### config.mk
export PLATFORM = sky130hd
export DESIGN_NAME = gcd_8_ctrl
export DESIGN_NICKNAME = d
export VERILOG_FILES = /design/src/rtl/gcd_8_ctrl.sv
export SDC_FILE = /design/constraint.sdc
export NUM_CORES = 1
export LEC_CHECK = 0
export ABC_AREA = 1
export BUFFER_PORTS_ARGS = -buffer_cell sky130_fd_sc_hd__buf_4
export CAP_MARGIN = 20
export CORE_MARGIN = 4
export CORE_UTILIZATION = 39
export DETAILED_ROUTE_END_ITERATION = 12
export PLACE_DENSITY_LB_ADDON = 0.3
export SLEW_MARGIN = 20
export SYNTH_ARGS = -nofsm -noshare
export SYNTH_HDL_FRONTEND = slang
export SYNTH_SLANG_ARGS = --single-unit
### constraint.sdc
create_clock -name clk -period 2.7 [get_ports clk]
set_clock_uncertainty 0.05 [all_clocks]
set_input_delay 0.54 -clock clk [delete_from_list [all_inputs] [get_ports clk]]
set_output_delay 0.54 -clock clk [all_outputs]
set_load 0.01 [all_outputs]
### src/rtl/gcd_8_ctrl.sv
// Subtractive-Euclid GCD controller: owns the operand registers, drives the
// operand-mux select, and strobes done for one cycle when the result is ready.
module gcd_8_ctrl #(
   parameter int WIDTH = 8
) (
   input  logic             clk,
   input  logic             rst_n,
   input  logic             start,
   input  logic [WIDTH-1:0] a_in,
   input  logic [WIDTH-1:0] b_in,
   output logic             busy,
   output logic             done,
   output logic [WIDTH-1:0] result,
   output logic             ld_sel
);

   typedef enum logic [1:0] {
      S_IDLE = 2'd0,
      S_RUN  = 2'd1,
      S_DONE = 2'd2
   } state_t;

   state_t           state_q, state_d;
   logic [WIDTH-1:0] a_q, a_d;
   logic [WIDTH-1:0] b_q, b_d;
   logic [WIDTH-1:0] res_q, res_d;

   logic             a_gt_b;
   logic             finish;
   logic [WIDTH-1:0] diff_ab;
   logic [WIDTH-1:0] diff_ba;
   logic [WIDTH-1:0] a_mux;
   logic [WIDTH-1:0] b_mux;

   // Only the larger operand is reduced, so neither difference can wrap.
   assign a_gt_b  = (a_q > b_q);
   assign finish  = (a_q == '0) || (b_q == '0) || (a_q == b_q);
   assign diff_ab = a_q - b_q;
   assign diff_ba = b_q - a_q;

   assign a_mux = ld_sel ? a_in : (a_gt_b ? diff_ab : a_q);
   assign b_mux = ld_sel ? b_in : (a_gt_b ? b_q : diff_ba);

   always_ff @(posedge clk or negedge rst_n) begin
      if (!rst_n) begin
         state_q <= S_IDLE;
         a_q     <= '0;
         b_q     <= '0;
         res_q   <= '0;
      end else begin
         state_q <= state_d;
         a_q     <= a_d;
         b_q     <= b_d;
         res_q   <= res_d;
      end
   end

   always_comb begin
      state_d = state_q;
      a_d     = a_q;
      b_d     = b_q;
      res_d   = res_q;
      case (state_q)
         S_IDLE: begin
            if (start) begin
               a_d     = a_mux;
               b_d     = b_mux;
               state_d = S_RUN;
            end
         end
         S_RUN: begin
            if (finish) begin
               res_d   = a_q | b_q;
               state_d = S_DONE;
            end else begin
               a_d = a_mux;
               b_d = b_mux;
            end
         end
         S_DONE:  state_d = S_IDLE;
         default: state_d = S_IDLE;
      endcase
   end

   // Moore outputs: decoded from the state register only.
   assign busy   = (state_q == S_RUN);
   assign done   = (state_q == S_DONE);
   assign ld_sel = (state_q != S_RUN);
   assign result = res_q;

endmodule

* Word-level counts from Yosys, hierarchy flattened
Index checks and enable logic that the tools add are counted.
Word-level totals: output and inout bits 11, input port bits 19, bits in registers 26, logic and storage cells 37
Operators by class: add/subtract/negate cells 2, bitwise gates (word level) 1, equality and inequality tests 7, order comparisons 1, mux-type cells 13, reductions and logical operators 9
Operators with widths (count):
- 2-to-1 mux 8 bit | 8
- case mux 8 bit (2 select lines) | 2
- logical NOT 8 bit | 2
- subtractor 8 bit | 2
- equality test 8 bit | 1
- greater-than comparator 8 bit | 1
- OR 8 bit | 1
- 2-to-1 mux 2 bit | 2
- != test 2 x 1 -> 1 bit (second input constant) | 2
- != test 2 bit (second input constant) | 2
- case mux 2 bit (2 select lines) | 1
- AND reduction 2 bit | 2
- AND reduction 3 bit | 1
- equality test 2 x 1 -> 1 bit (second input constant) | 1
- equality test 2 bit (second input constant) | 1
- logical NOT 2 bit | 1
- logical OR 1 bit | 2
- nonzero test 2 bit | 1

* Depth between registers and ports, before layout
Gate-level depths: netlist of run 1.
depth after elaboration 5, gate-level depth with buffers 13, gate-level depth less buffers 13

* Worst setup path before layout of run 1
OpenSTA, ideal clock, no wires.
kind register to register, start register a_q[0], end register b_q[7], arrival 1.746 ns, clock period less this slack 1.912 ns, setup slack 0.788 ns, stages on the path, launching flop included 14, data required time 2.534 ns, cell sequence dfrtp_1 > inv_1 > ha_1 > fa_1 > inv_1 > nand2_2 > nand2_2 > nand3_1 > nand2_2 > nand3_2 > inv_2 > nor2_8 > nand2_1 > nand2_1
Between the ends: cells in the longest elaborated chain, start to end 5, elaborated cells between the ends (all ways) 13, those cells by class add/sub (1); order compare (1); eq/ne (2); mux (5); reduce/logical (4)
RTL lines:
- from (decl) | RTL line 24 | logic [WIDTH-1:0] a_q, a_d;
- from (signal assigned) | RTL line 47 | a_q <= '0;
- from (signal assigned) | RTL line 52 | a_q <= a_d;
- subtractor 8 bit, or another cell as far along | RTL line 39 | assign diff_ba = b_q - a_q;
- 2-to-1 mux 8 bit or logical OR 1 bit (tied branches) (2 in series) | RTL line 42, 37
- 2-to-1 mux 8 bit, or another cell as far along | RTL line 72 | if (finish) begin
- case mux 8 bit (2 select lines) or AND reduction 3 bit (tied branches)
- to (signal assigned) | RTL line 48 | b_q <= '0;
- to (signal assigned) | RTL line 53 | b_q <= b_d;
- to (decl) | RTL line 25 | logic [WIDTH-1:0] b_q, b_d;
Several ways; a longest one is shown, not always the timed one. The select of a mux whose other input is x is not followed. A chain may end at the register's enable or synchronous reset.

* Worst setup path after layout of run 1
start register a_q[0], end register a_q[5]
Between the ends: cells in the longest elaborated chain, start to end 5, elaborated cells between the ends (all ways) 13, those cells by class add/sub (1); order compare (1); eq/ne (2); mux (5); reduce/logical (4)
RTL lines:
- subtractor 8 bit, or another cell as far along | RTL line 38 | assign diff_ab = a_q - b_q;
- 2-to-1 mux 8 bit or logical OR 1 bit (tied branches) (2 in series) | RTL line 41, 37
- 2-to-1 mux 8 bit, or another cell as far along | RTL line 72
- case mux 8 bit (2 select lines) or AND reduction 3 bit (tied branches)
Several ways; a longest one is shown, not always the timed one. The select of a mux whose other input is x is not followed.

==> summary.txt, run 1 <==
Final layout
  – Area growth, synth to finish: 15.2%
  – Count of nets after finishing: just under 400
  – ANT cells: 0
  – Fraction of layout cells with a size suffix above 1: 0.207

Global routing
  – Initial antenna violation count: 0
  – Global-route wire length before repair: a little under 10 mm
  – Total routing resource utilization after global routing: 0.168
  – Maximum number of pins on one net before global-route repair: 27
  – Via count of the first global-routing pass: about 2000
  – Leftover overflow at the end of global routing: 0

Synth
  – Combinational family with the most area after synthesis: simple AND/OR/NAND/NOR gates
  – Post-synth EDFFs: 0
  – Post-synth top area cell: sky130_fd_sc_hd__dfrtp_1
  – XOR/XNOR share of the synthesized area: 0.00390
  – Post-synthesis instance area: roughly 2200 sq um
  – Syn. warnings: 0
  – Top-count cell post-synth: sky130_fd_sc_hd__nand2_1
  – Post-Synth Adder-Cell Area: 0.146
  – Cell types with the largest area share after synthesis: sky130_fd_sc_hd__dfrtp_1 29%, sky130_fd_sc_hd__nand2_1 22%, sky130_fd_sc_hd__ha_1 13%, sky130_fd_sc_hd__inv_1 5.8%, sky130_fd_sc_hd__nand3_1 5.1%
  – Number of instances in the synthesized netlist: around 310
  – Number of unique standard cell types used by synthesis: 29
  – Multiplexer share of the synthesized area: 0
  – List of most frequent post-synthesis cells: 134 x sky130_fd_sc_hd__nand2_1, 35 x sky130_fd_sc_hd__inv_1, 26 x sky130_fd_sc_hd__dfrtp_1, 23 x sky130_fd_sc_hd__ha_1, 23 x sky130_fd_sc_hd__nand3_1
  – Complex-gate fraction of the synthesized area: 0.0796
  – Leading register cell type out of synthesis: sky130_fd_sc_hd__dfrtp_1
  – Register area share after synthesis: 0.290
  – Ys async rst share: 1.00
  – Post-synthesis share of cell area spent on and, or, nand and nor gates: 0.398
  – Flops & latches, synth: 26
  – Post-synthesis average cell area: 7.18 sq um
  – Share of the synthesized area in the top cell type: 0.290
  – Net Count, Synth: 357

Clocking
  – Inserted Clock Buffers: 3
  – Number of clock sinks seen by CTS: 26
  – Depth of the CTS H-tree: 1
  – Post-CTS Setup Repair Bufs: 0
  – Clock tree root driver cell: sky130_fd_sc_hd__clkbuf_8
  – TritonCTS clock tree: yes
  – Total of cells resized after clock tree synthesis: 0
  – Source-to-sink clock delay at the later pin of the worst-skew pair: roughly 0.28 ns
  – CTS Hold Bufs: 0
  – Maximum buffer depth of the clock tree: 2
  – Worst-path clk slew: around 0.1 ns

Detailed routing
  – DRC violations left: 0
  – Sum of met2 wire segment lengths after detailed routing: ~2.4 mm
  – Avg Vias per Cell: between 4 and 5
  – Met3 wire len: around 280 um
  – DR pass1 iterations: 6
  – Average wire per cell in the routed design: 13.4 um
  – Wirelength, routed: around 5.6 mm
  – Detail Route Antenna Nets: 0
  – Wire length on met1: about 2.7 mm
  – Number of DRC violations after detailed-routing iteration 0: between 100 and 150
  – Vias post-DR: 1994
  – Highest routed metal layer: met4

Timing
  – Setup repair after global routing missed its margin: false
  – Final setup violation count: 0
  – Final critical delay including setup and external delays: 2.10 ns
  – Fraction of the cycle the final worst path needs: 0.778
  – Fmax achieved: 476 MHz
  – Transition time at the pin with the least slew margin: 0.413 ns
  – Final TNS setup: 0 ns
  – Final hold violation count: 0
  – Headroom to the max-slew limit: 0.724
  – Total count of max-transition violations in the final report: 0

Floorplan
  – Die Y-Extent: about 84 um
  – Die Area: between 7000 and 8000 sq um
  – Cell row count: 27
  – DIE WIDTH: roughly 84 um
  – Initial Utilization: 0.406
  – I/O pin total: 30
  – Area of the core region: roughly 5500 sq um

Worst setup path
  – WP data required: 2.83 ns
  – Max incr delay on CP: between 0.3 and 0.4 ns
  – Worst endpoint data arrival time: approximately 2.2 ns
  – Endpoint type of the worst setup path: flip-flop
  – Buffering stage count on the worst path with inverters included: 2
  – Critical path start-end classification: flip-flop to flip-flop
  – Cell with the largest stage delay on the worst path: sky130_fd_sc_hd__fa_1
  – Crit-path cells: inv_1, ha_1, fa_1, inv_1, nand2_2, nand2_2, nand3_1, nand2_2, nand2_1, nand2_1, nand2_4, nand2_1, nand2_1
  – Kind of cell adding the most delay to the critical path: simple AND/OR/NAND/NOR gates
  – Most used cell, CP: sky130_fd_sc_hd__nand2_1
  – Launching element type of the critical path: flip-flop
  – Highest fanout seen on the critical path: 8

Outcome
  – Outcome: finished, final reports clean

Placed design
  – IO Port Bufs: 29
  – Routability Congestion: around 0.92
  – Hpwl dp: between 4 and 5 mm

Min path
  – Worst min-delay path category: input pin to async pin

Job
  – Number of violations of the max-capacitance limit: 0
## layout make-up
type                            count  area (sq um)
Tap cell                           72          90.1
Inverter                           42           158
Multi-Input combinational cell    241          1410
Timing Repair Buffer               30           225
Fill cell                         586          2950
Sequential cell                    26           651
Clock buffer                        4          55.1
## state kept, by name (all words and copies together) (netlist names)
name / cells
a_q: 8
b_q: 8
state_q: 2
result: 8
## worst reg2reg max path: cells and delay by family, from the launching register on
family,cells,cell delay (ns)
DFF,1,0.38
adders and majority gates,2,0.62
buffers and inverters,2,0.16
and+or+nand+nor,9,0.79
## cell usage in the layout (no fill, tap or decap), drive strengths merged
| cell | n |
|---|---|
| o21ai | 14 |
| a21oi | 9 |
| dfrtp | 26 |
| nor2 | 19 |
| o21bai | 1 |
| buf | 30 |
| nand2 | 144 |
| xnor2 | 1 |
| nand4 | 2 |
| inv | 42 |
| and2 | 1 |
| clkbuf | 4 |
| ha | 23 |
| fa | 2 |
| nand3 | 25 |
## logic make-up after synthesis
family	count (synthesis)
xor gates and xnor gates	1
buffers and inverters	46
and+or+nand+nor	191
DFF	26
AOI/OAI and AO/OA	24
adders and majority gates	25
## per-layer routing
layer  vias up  GRT usage
met2        58      0.265
met4         0     0.0570
met5         -          0
met3         9     0.0188
met1       906      0.239
li1       1021          -
## stage by stage
step                 util  setup slack (ns)  hold slack, ns  instances  cell area (sq um)
finish              0.467             0.600          0.0979        415               2590
global route        0.467             0.394           0.121        415               2590
CTS                 0.467             0.594           0.111        415               2590
detailed placement  0.457             0.638           0.418        411               2530
global placement    0.457             0.648           0.413        411               2530
floorplan               -             0.788           0.194        313               2250
## path summary, 6_finish.rpt
path                       slack [ns]  cells past startpoint   start         to
max reg2reg                      0.60                     13  a_q[0]     a_q[5]
min                               0.1                      1   rst_n     b_q[0]
max                              0.60                     13  a_q[0]     a_q[5]
min reg2reg                      0.44                      2  b_q[7]     b_q[7]
min in group clk                 0.44                      2  b_q[7]     b_q[7]
max in group asynchronous        2.23                      1   rst_n  result[4]
Power of run 1 is not shown: default switching activity piles up to over one toggle a cycle in this logic, so the estimate is an artifact.
==> run 2, diff against run 1 <==
==> constraint.sdc (replaced) <==
create_clock -name clk -period 1.89 [get_ports clk]
set_clock_uncertainty 0.05 [all_clocks]
set_input_delay 0.378 -clock clk [delete_from_list [all_inputs] [get_ports clk]]
set_output_delay 0.378 -clock clk [all_outputs]
set_load 0.01 [all_outputs]
==> summary.txt, run 2 (synthesis results as in run 1) <==
Outcome
  – Outcome: finished, violations left
  – Violated checks: setup timing

Worst setup path
  – Launching element type of the critical path: flip-flop
  – Crit-path cells: ha_4, fa_2, inv_2, nand2_2, nand2_2, nand3_2, nand2_4, nand2_2, nand2_2, nand2_4, nand2_1, nand2_1
  – Highest fanout seen on the critical path: 8
  – Buffering stage count on the worst path with inverters included: 1
  – Critical path start-end classification: flip-flop to flip-flop
  – WP data required: about 2.0 ns
  – Most used cell, CP: sky130_fd_sc_hd__nand2_2
  – Cell with the largest stage delay on the worst path: sky130_fd_sc_hd__dfrtp_1
  – Kind of cell adding the most delay to the critical path: simple AND/OR/NAND/NOR gates
  – Worst endpoint data arrival time: 2.07 ns
  – Endpoint type of the worst setup path: flip-flop
  – Max incr delay on CP: around 0.43 ns

Floorplan
  – Initial Utilization: 0.406
  – Cell row count: 27
  – Area of the core region: around 5500 sq um
  – Die Area: 7040 sq um
  – Die Y-Extent: 83.9 um
  – I/O pin total: 30
  – DIE WIDTH: 83.9 um

Detailed routing
  – Vias post-DR: about 2200
  – DRC violations left: 0
  – DR pass1 iterations: 4
  – Average wire per cell in the routed design: 13.6 um
  – Wirelength, routed: 6.25 mm
  – Number of DRC violations after detailed-routing iteration 0: 134
  – Avg Vias per Cell: ~4.8
  – Detail Route Antenna Nets: 0

Timing
  – Final TNS setup: -0.237 ns
  – Fraction of the cycle the final worst path needs: 1.03
  – Fmax achieved: slightly above 500 MHz
  – Final Worst Setup Slack: -0.0528 ns
  – Setup repair after global routing missed its margin: true
  – Final setup violation count: 16
  – Transition time at the pin with the least slew margin: roughly 0.36 ns
  – Final critical delay including setup and external delays: 1.94 ns
  – Total count of max-transition violations in the final report: 0
  – Final hold violation count: 0
  – Headroom to the max-slew limit: 0.760

Global routing
  – Maximum number of pins on one net before global-route repair: 27
  – Global-route wire length before repair: ~10 mm
  – Total routing resource utilization after global routing: 0.180
  – Leftover overflow at the end of global routing: 0
  – Initial antenna violation count: 0
  – Via count of the first global-routing pass: approximately 2200

Final layout
  – Utilization after layout: 0.558
  – Commonest non-fill, non-tap cells in the layout: 125 x sky130_fd_sc_hd__nand2_1, 76 x sky130_fd_sc_hd__buf_4, 31 x sky130_fd_sc_hd__inv_1
  – Leading cell type in the layout, fill and taps excluded: sky130_fd_sc_hd__nand2_1
  – Count of nets after finishing: around 440
  – Fraction of layout cells with a size suffix above 1: 0.375
  – ANT cells: 0
  – Area growth, synth to finish: 37.5%

Clocking
  – Depth of the CTS H-tree: 1
  – TritonCTS clock tree: yes
  – Clock tree root driver cell: sky130_fd_sc_hd__clkbuf_8
  – Worst-path clk slew: 0.11 ns
  – Number of clock sinks seen by CTS: 26
  – Inserted Clock Buffers: 3
  – Maximum buffer depth of the clock tree: 2
  – Source-to-sink clock delay at the later pin of the worst-skew pair: around 0.28 ns

Min path
  – Worst min-delay path category: input pin to flip-flop

Placed design
  – Routability Congestion: between 0.9 and 1
  – Hpwl dp: between 4 and 5 mm
  – IO Port Bufs: 29

Job
  – Number of violations of the max-capacitance limit: 0
[run 2: cell type report]
| type | count | area (sq um) |
|---|---|---|
| Clock buffer | 3 | 41.3 |
| Fill cell | 518 | 2450 |
| Inverter | 42 | 160 |
| Multi-Input combinational cell | 241 | 1570 |
| Sequential cell | 26 | 652 |
| Tap cell | 72 | 90.1 |
| Timing Repair Buffer | 77 | 581 |
[run 2: timing repair]
action	4_1_cts	5_1_grt
hold buffers	1	0
endpoints found under the hold margin	26	0
setup buffers	4	1
endpoints found under the setup margin	24	26
gates resized for setup	16	20
pin swaps	6	7
cloned	0	0
[run 2: metrics by stage]
stage	hold slack, ns	worst slack, ns	std cells	cell area, sq um
after global placement	0.265	-0.0560	452	2840
after floorplan	0.0324	0.0271	313	2250
after detailed placement	0.273	-0.0936	452	2840
final	0.330	-0.0528	461	3090
after global routing	0.370	-0.161	461	3090
after CTS	0.341	-0.000477	460	2980
[run 2: per-layer routing]
metal	vias up	wire (um)	global-route usage
met4	0	78	0.0322
li1	1120	-	-
met2	48	2900	0.294
met1	1013	3000	0.256
met5	-	0	0
met3	9	269	0.0247
[run 2: final timing paths]
| kind | slack (ns) | endpoint | depth (start not counted) | from |
|---|---|---|---|---|
| setup / recovery | -0.05 | a_q[2] | 12 | b_q[0] |
| hold / removal | 0.33 | b_q[7] | 5 | b_in[7] |
| setup reg to reg | -0.05 | a_q[2] | 12 | b_q[0] |
| hold reg to reg | 0.45 | result[2] | 2 | result[2] |
| max in group asynchronous | 1.01 | state_q[0] | 2 | rst_n |
| min in group asynchronous | 0.50 | b_q[5] | 2 | rst_n |
[run 2: worst register-to-register path: cells and delay by family, from the launching register on]
family | cells | cell delay (ns)
buf+inv | 1 | 0.06
simple gates | 9 | 0.73
fa+ha+maj | 2 | 0.57
flops | 1 | 0.43
Power of run 2 is left out for the same reason.
==> run 3, diff against run 2 <==
--- a/config.mk
+++ b/config.mk
@@ -5,7 +5,8 @@
 export SDC_FILE = /design/constraint.sdc
 export NUM_CORES = 1
 export LEC_CHECK = 0
-export ABC_AREA = 1
+export ABC_AREA = 0
+export ABC_CLOCK_PERIOD_IN_PS = 1890
 export BUFFER_PORTS_ARGS = -buffer_cell sky130_fd_sc_hd__buf_4
 export CAP_MARGIN = 20
 export CORE_MARGIN = 4
==> summary.txt, run 3 <==
Detailed routing
  – Avg Vias per Cell: about 4.9
  – DR pass1 iterations: 4
  – Highest routed metal layer: met4
  – Wire length on met1: 2.71 mm
  – Sum of met2 wire segment lengths after detailed routing: around 2.9 mm
  – Detail Route Antenna Nets: 0
  – Vias post-DR: between 1500 and 2000
  – Average wire per cell in the routed design: roughly 15 um
  – Wirelength, routed: a little under 6 mm
  – DRC violations left: 0
  – Met3 wire len: about 190 um
  – Number of DRC violations after detailed-routing iteration 0: approximately 90

Worst setup path
  – Highest fanout seen on the critical path: 6
  – Launching element type of the critical path: flip-flop
  – WP data required: 2.00 ns
  – Endpoint type of the worst setup path: flip-flop
  – Reg-to-reg critical path startpoint: b_q[0]
  – Critical path origin: b_q[0]
  – Critical path start-end classification: flip-flop to flip-flop
  – Worst endpoint data arrival time: about 2.5 ns

Timing
  – Fmax achieved: ~420 MHz
  – Headroom to the max-slew limit: 0.733
  – Final critical delay including setup and external delays: ~2.4 ns
  – Total count of max-transition violations in the final report: 0
  – Final Worst Setup Slack: -0.516 ns
  – Setup repair after global routing missed its margin: true
  – Min Hold Slack: between 0.3 and 0.4 ns
  – Fraction of the cycle the final worst path needs: 1.27
  – Final hold violation count: 0
  – Final setup violation count: 26
  – Transition time at the pin with the least slew margin: roughly 0.4 ns

Floorplan
  – Area of the core region: around 4800 sq um
  – Cell row count: 25
  – DIE WIDTH: about 80 um
  – I/O pin total: 30
  – Die Area: 6370 sq um
  – Die Y-Extent: approximately 80 um
  – Initial Utilization: 0.415

Min path
  – Worst min-delay path category: input pin to flip-flop
  – Start point of the worst hold path: b_in[1]

Synth
  – Top-count cell post-synth: sky130_fd_sc_hd__nand2_1
  – Ys async rst share: 1.00
  – Post-synthesis instance area: ~2000 sq um
  – Flops & latches, synth: 26
  – Number of instances in the synthesized netlist: 214
  – Cell types with the largest area share after synthesis: sky130_fd_sc_hd__dfrtp_1 32%, sky130_fd_sc_hd__ha_1 14%, sky130_fd_sc_hd__mux2_4 6.7%, sky130_fd_sc_hd__nand2_1 5.4%, sky130_fd_sc_hd__o21ai_0 4.7%
  – Register area share after synthesis: 0.323
  – List of most frequent post-synthesis cells: 29 x sky130_fd_sc_hd__nand2_1, 26 x sky130_fd_sc_hd__dfrtp_1, 24 x sky130_fd_sc_hd__inv_1, 23 x sky130_fd_sc_hd__ha_1, 19 x sky130_fd_sc_hd__o21ai_0
  – Net Count, Synth: 258
  – Syn. warnings: 0
  – Share of the synthesized area in the top cell type: 0.323
  – Post-synth EDFFs: 0
  – Post-synth top area cell: sky130_fd_sc_hd__dfrtp_1
  – Leading register cell type out of synthesis: sky130_fd_sc_hd__dfrtp_1
  – Post-synthesis average cell area: roughly 9.4 sq um
  – Number of unique standard cell types used by synthesis: 32

Placed design
  – IO Port Bufs: 29
  – Hpwl dp: ~4.3 mm
  – Placed instance count: between 300 and 400
  – Routability Congestion: between 0.8 and 0.9
  – Pre-CTS setup slack: -0.521 ns
  – Placed standard-cell area: between 2000 and 3000 sq um

Job
  – Number of violations of the max-capacitance limit: 0

Global routing
  – Via count of the first global-routing pass: 1875
  – Initial antenna violation count: 0
  – Leftover overflow at the end of global routing: 0
  – Total routing resource utilization after global routing: 0.184
  – Maximum number of pins on one net before global-route repair: 27
  – Global-route wire length before repair: slightly above 9 mm

Final layout
  – Fraction of layout cells with a size suffix above 1: 0.473
  – Commonest non-fill, non-tap cells in the layout: 96 x sky130_fd_sc_hd__buf_4, 28 x sky130_fd_sc_hd__nand2_1, 26 x sky130_fd_sc_hd__dfrtp_1
  – ANT cells: 0
  – Final instance area: around 3100 sq um
  – Count of nets after finishing: around 360
  – Leading cell type in the layout, fill and taps excluded: sky130_fd_sc_hd__buf_4
  – Area growth, synth to finish: 51.8%
  – Number of fill cells in the layout: roughly 410
  – Final cell count without fillers: 380

Clocking
  – Source-to-sink clock delay at the later pin of the worst-skew pair: between 0.2 and 0.3 ns
  – Worst-path clk slew: roughly 0.090 ns
  – TritonCTS clock tree: yes
  – Maximum buffer depth of the clock tree: 2
  – Clock tree root driver cell: sky130_fd_sc_hd__clkbuf_8
  – Number of clock sinks seen by CTS: 26
  – Depth of the CTS H-tree: 1
  – Inserted Clock Buffers: 3

Outcome
  – Violated checks: setup timing
  – Outcome: finished, violations left
-- run 3: worst paths after layout --
path / slack [ns] / endpoint / cells past startpoint
max in group asynchronous: 1.03 / b_q[0] / 2
min in group asynchronous: 0.50 / result[6] / 2
setup / recovery: -0.52 / a_q[0] / 8
hold / removal: 0.35 / b_q[1] / 3
setup reg to reg: -0.52 / a_q[0] / 8
hold reg to reg: 0.44 / result[1] / 2
-- run 3: kinds of logic (layout without fill, tap and decap cells) --
logic type	count (synthesis)	in the layout	share of synthesized area
buf+inv	32	131	0.0634
simple gates	54	54	0.122
mux	17	17	0.107
compound gates	50	50	0.178
fa+ha+maj	25	25	0.163
xor+xnor	10	10	0.0435
flops	26	26	0.323
-- run 3: metrics by stage --
step | TNS [ns] | util
2_1_floorplan | -7.43 | -
4_1_cts | -9.13 | 0.612
5_1_grt | -11.01 | 0.630
3_3_place_gp | -6.76 | 0.567
3_5_place_dp | -8.04 | 0.567
6_report | -8.95 | 0.630
-- run 3: cell type report --
type	instances	area, sq um	area share
multi-input cells	156	1380	0.453
inverters	25	95.1	0.0311
well taps	67	83.8	0.0274
repair buffers	102	787	0.258
clock buffers	4	55.1	0.0180
flip-flops and latches	26	651	0.213
-- run 3: timing repair --
| item | CTS | global route |
|---|---|---|
| pin swaps | 8 | 9 |
| endpoints found under the hold margin | 26 | 0 |
| hold buffers | 1 | 0 |
| setup endpoints to repair | 25 | 26 |
| resized for setup | 16 | 10 |
| buffers inserted | 11 | 4 |
-- run 3: critical path, cell delays in order, from the launching register on --
cell	delay, ns
sky130_fd_sc_hd__dfrtp_1	0.43
sky130_fd_sc_hd__inv_1	0.15
sky130_fd_sc_hd__ha_4	0.23
sky130_fd_sc_hd__or4_4	0.51
sky130_fd_sc_hd__o2111ai_4	0.23
sky130_fd_sc_hd__buf_4	0.16
sky130_fd_sc_hd__nor2_4	0.04
sky130_fd_sc_hd__o2bb2ai_4	0.18
sky130_fd_sc_hd__mux2_4	0.32
-- run 3: layer usage --
metal,global-route usage,vias up
met5,0,-
met4,0.0321,0
met3,0.0203,6
met2,0.330,34
met1,0.241,881
li1,-,922
Power of run 3 is left out for the same reason.
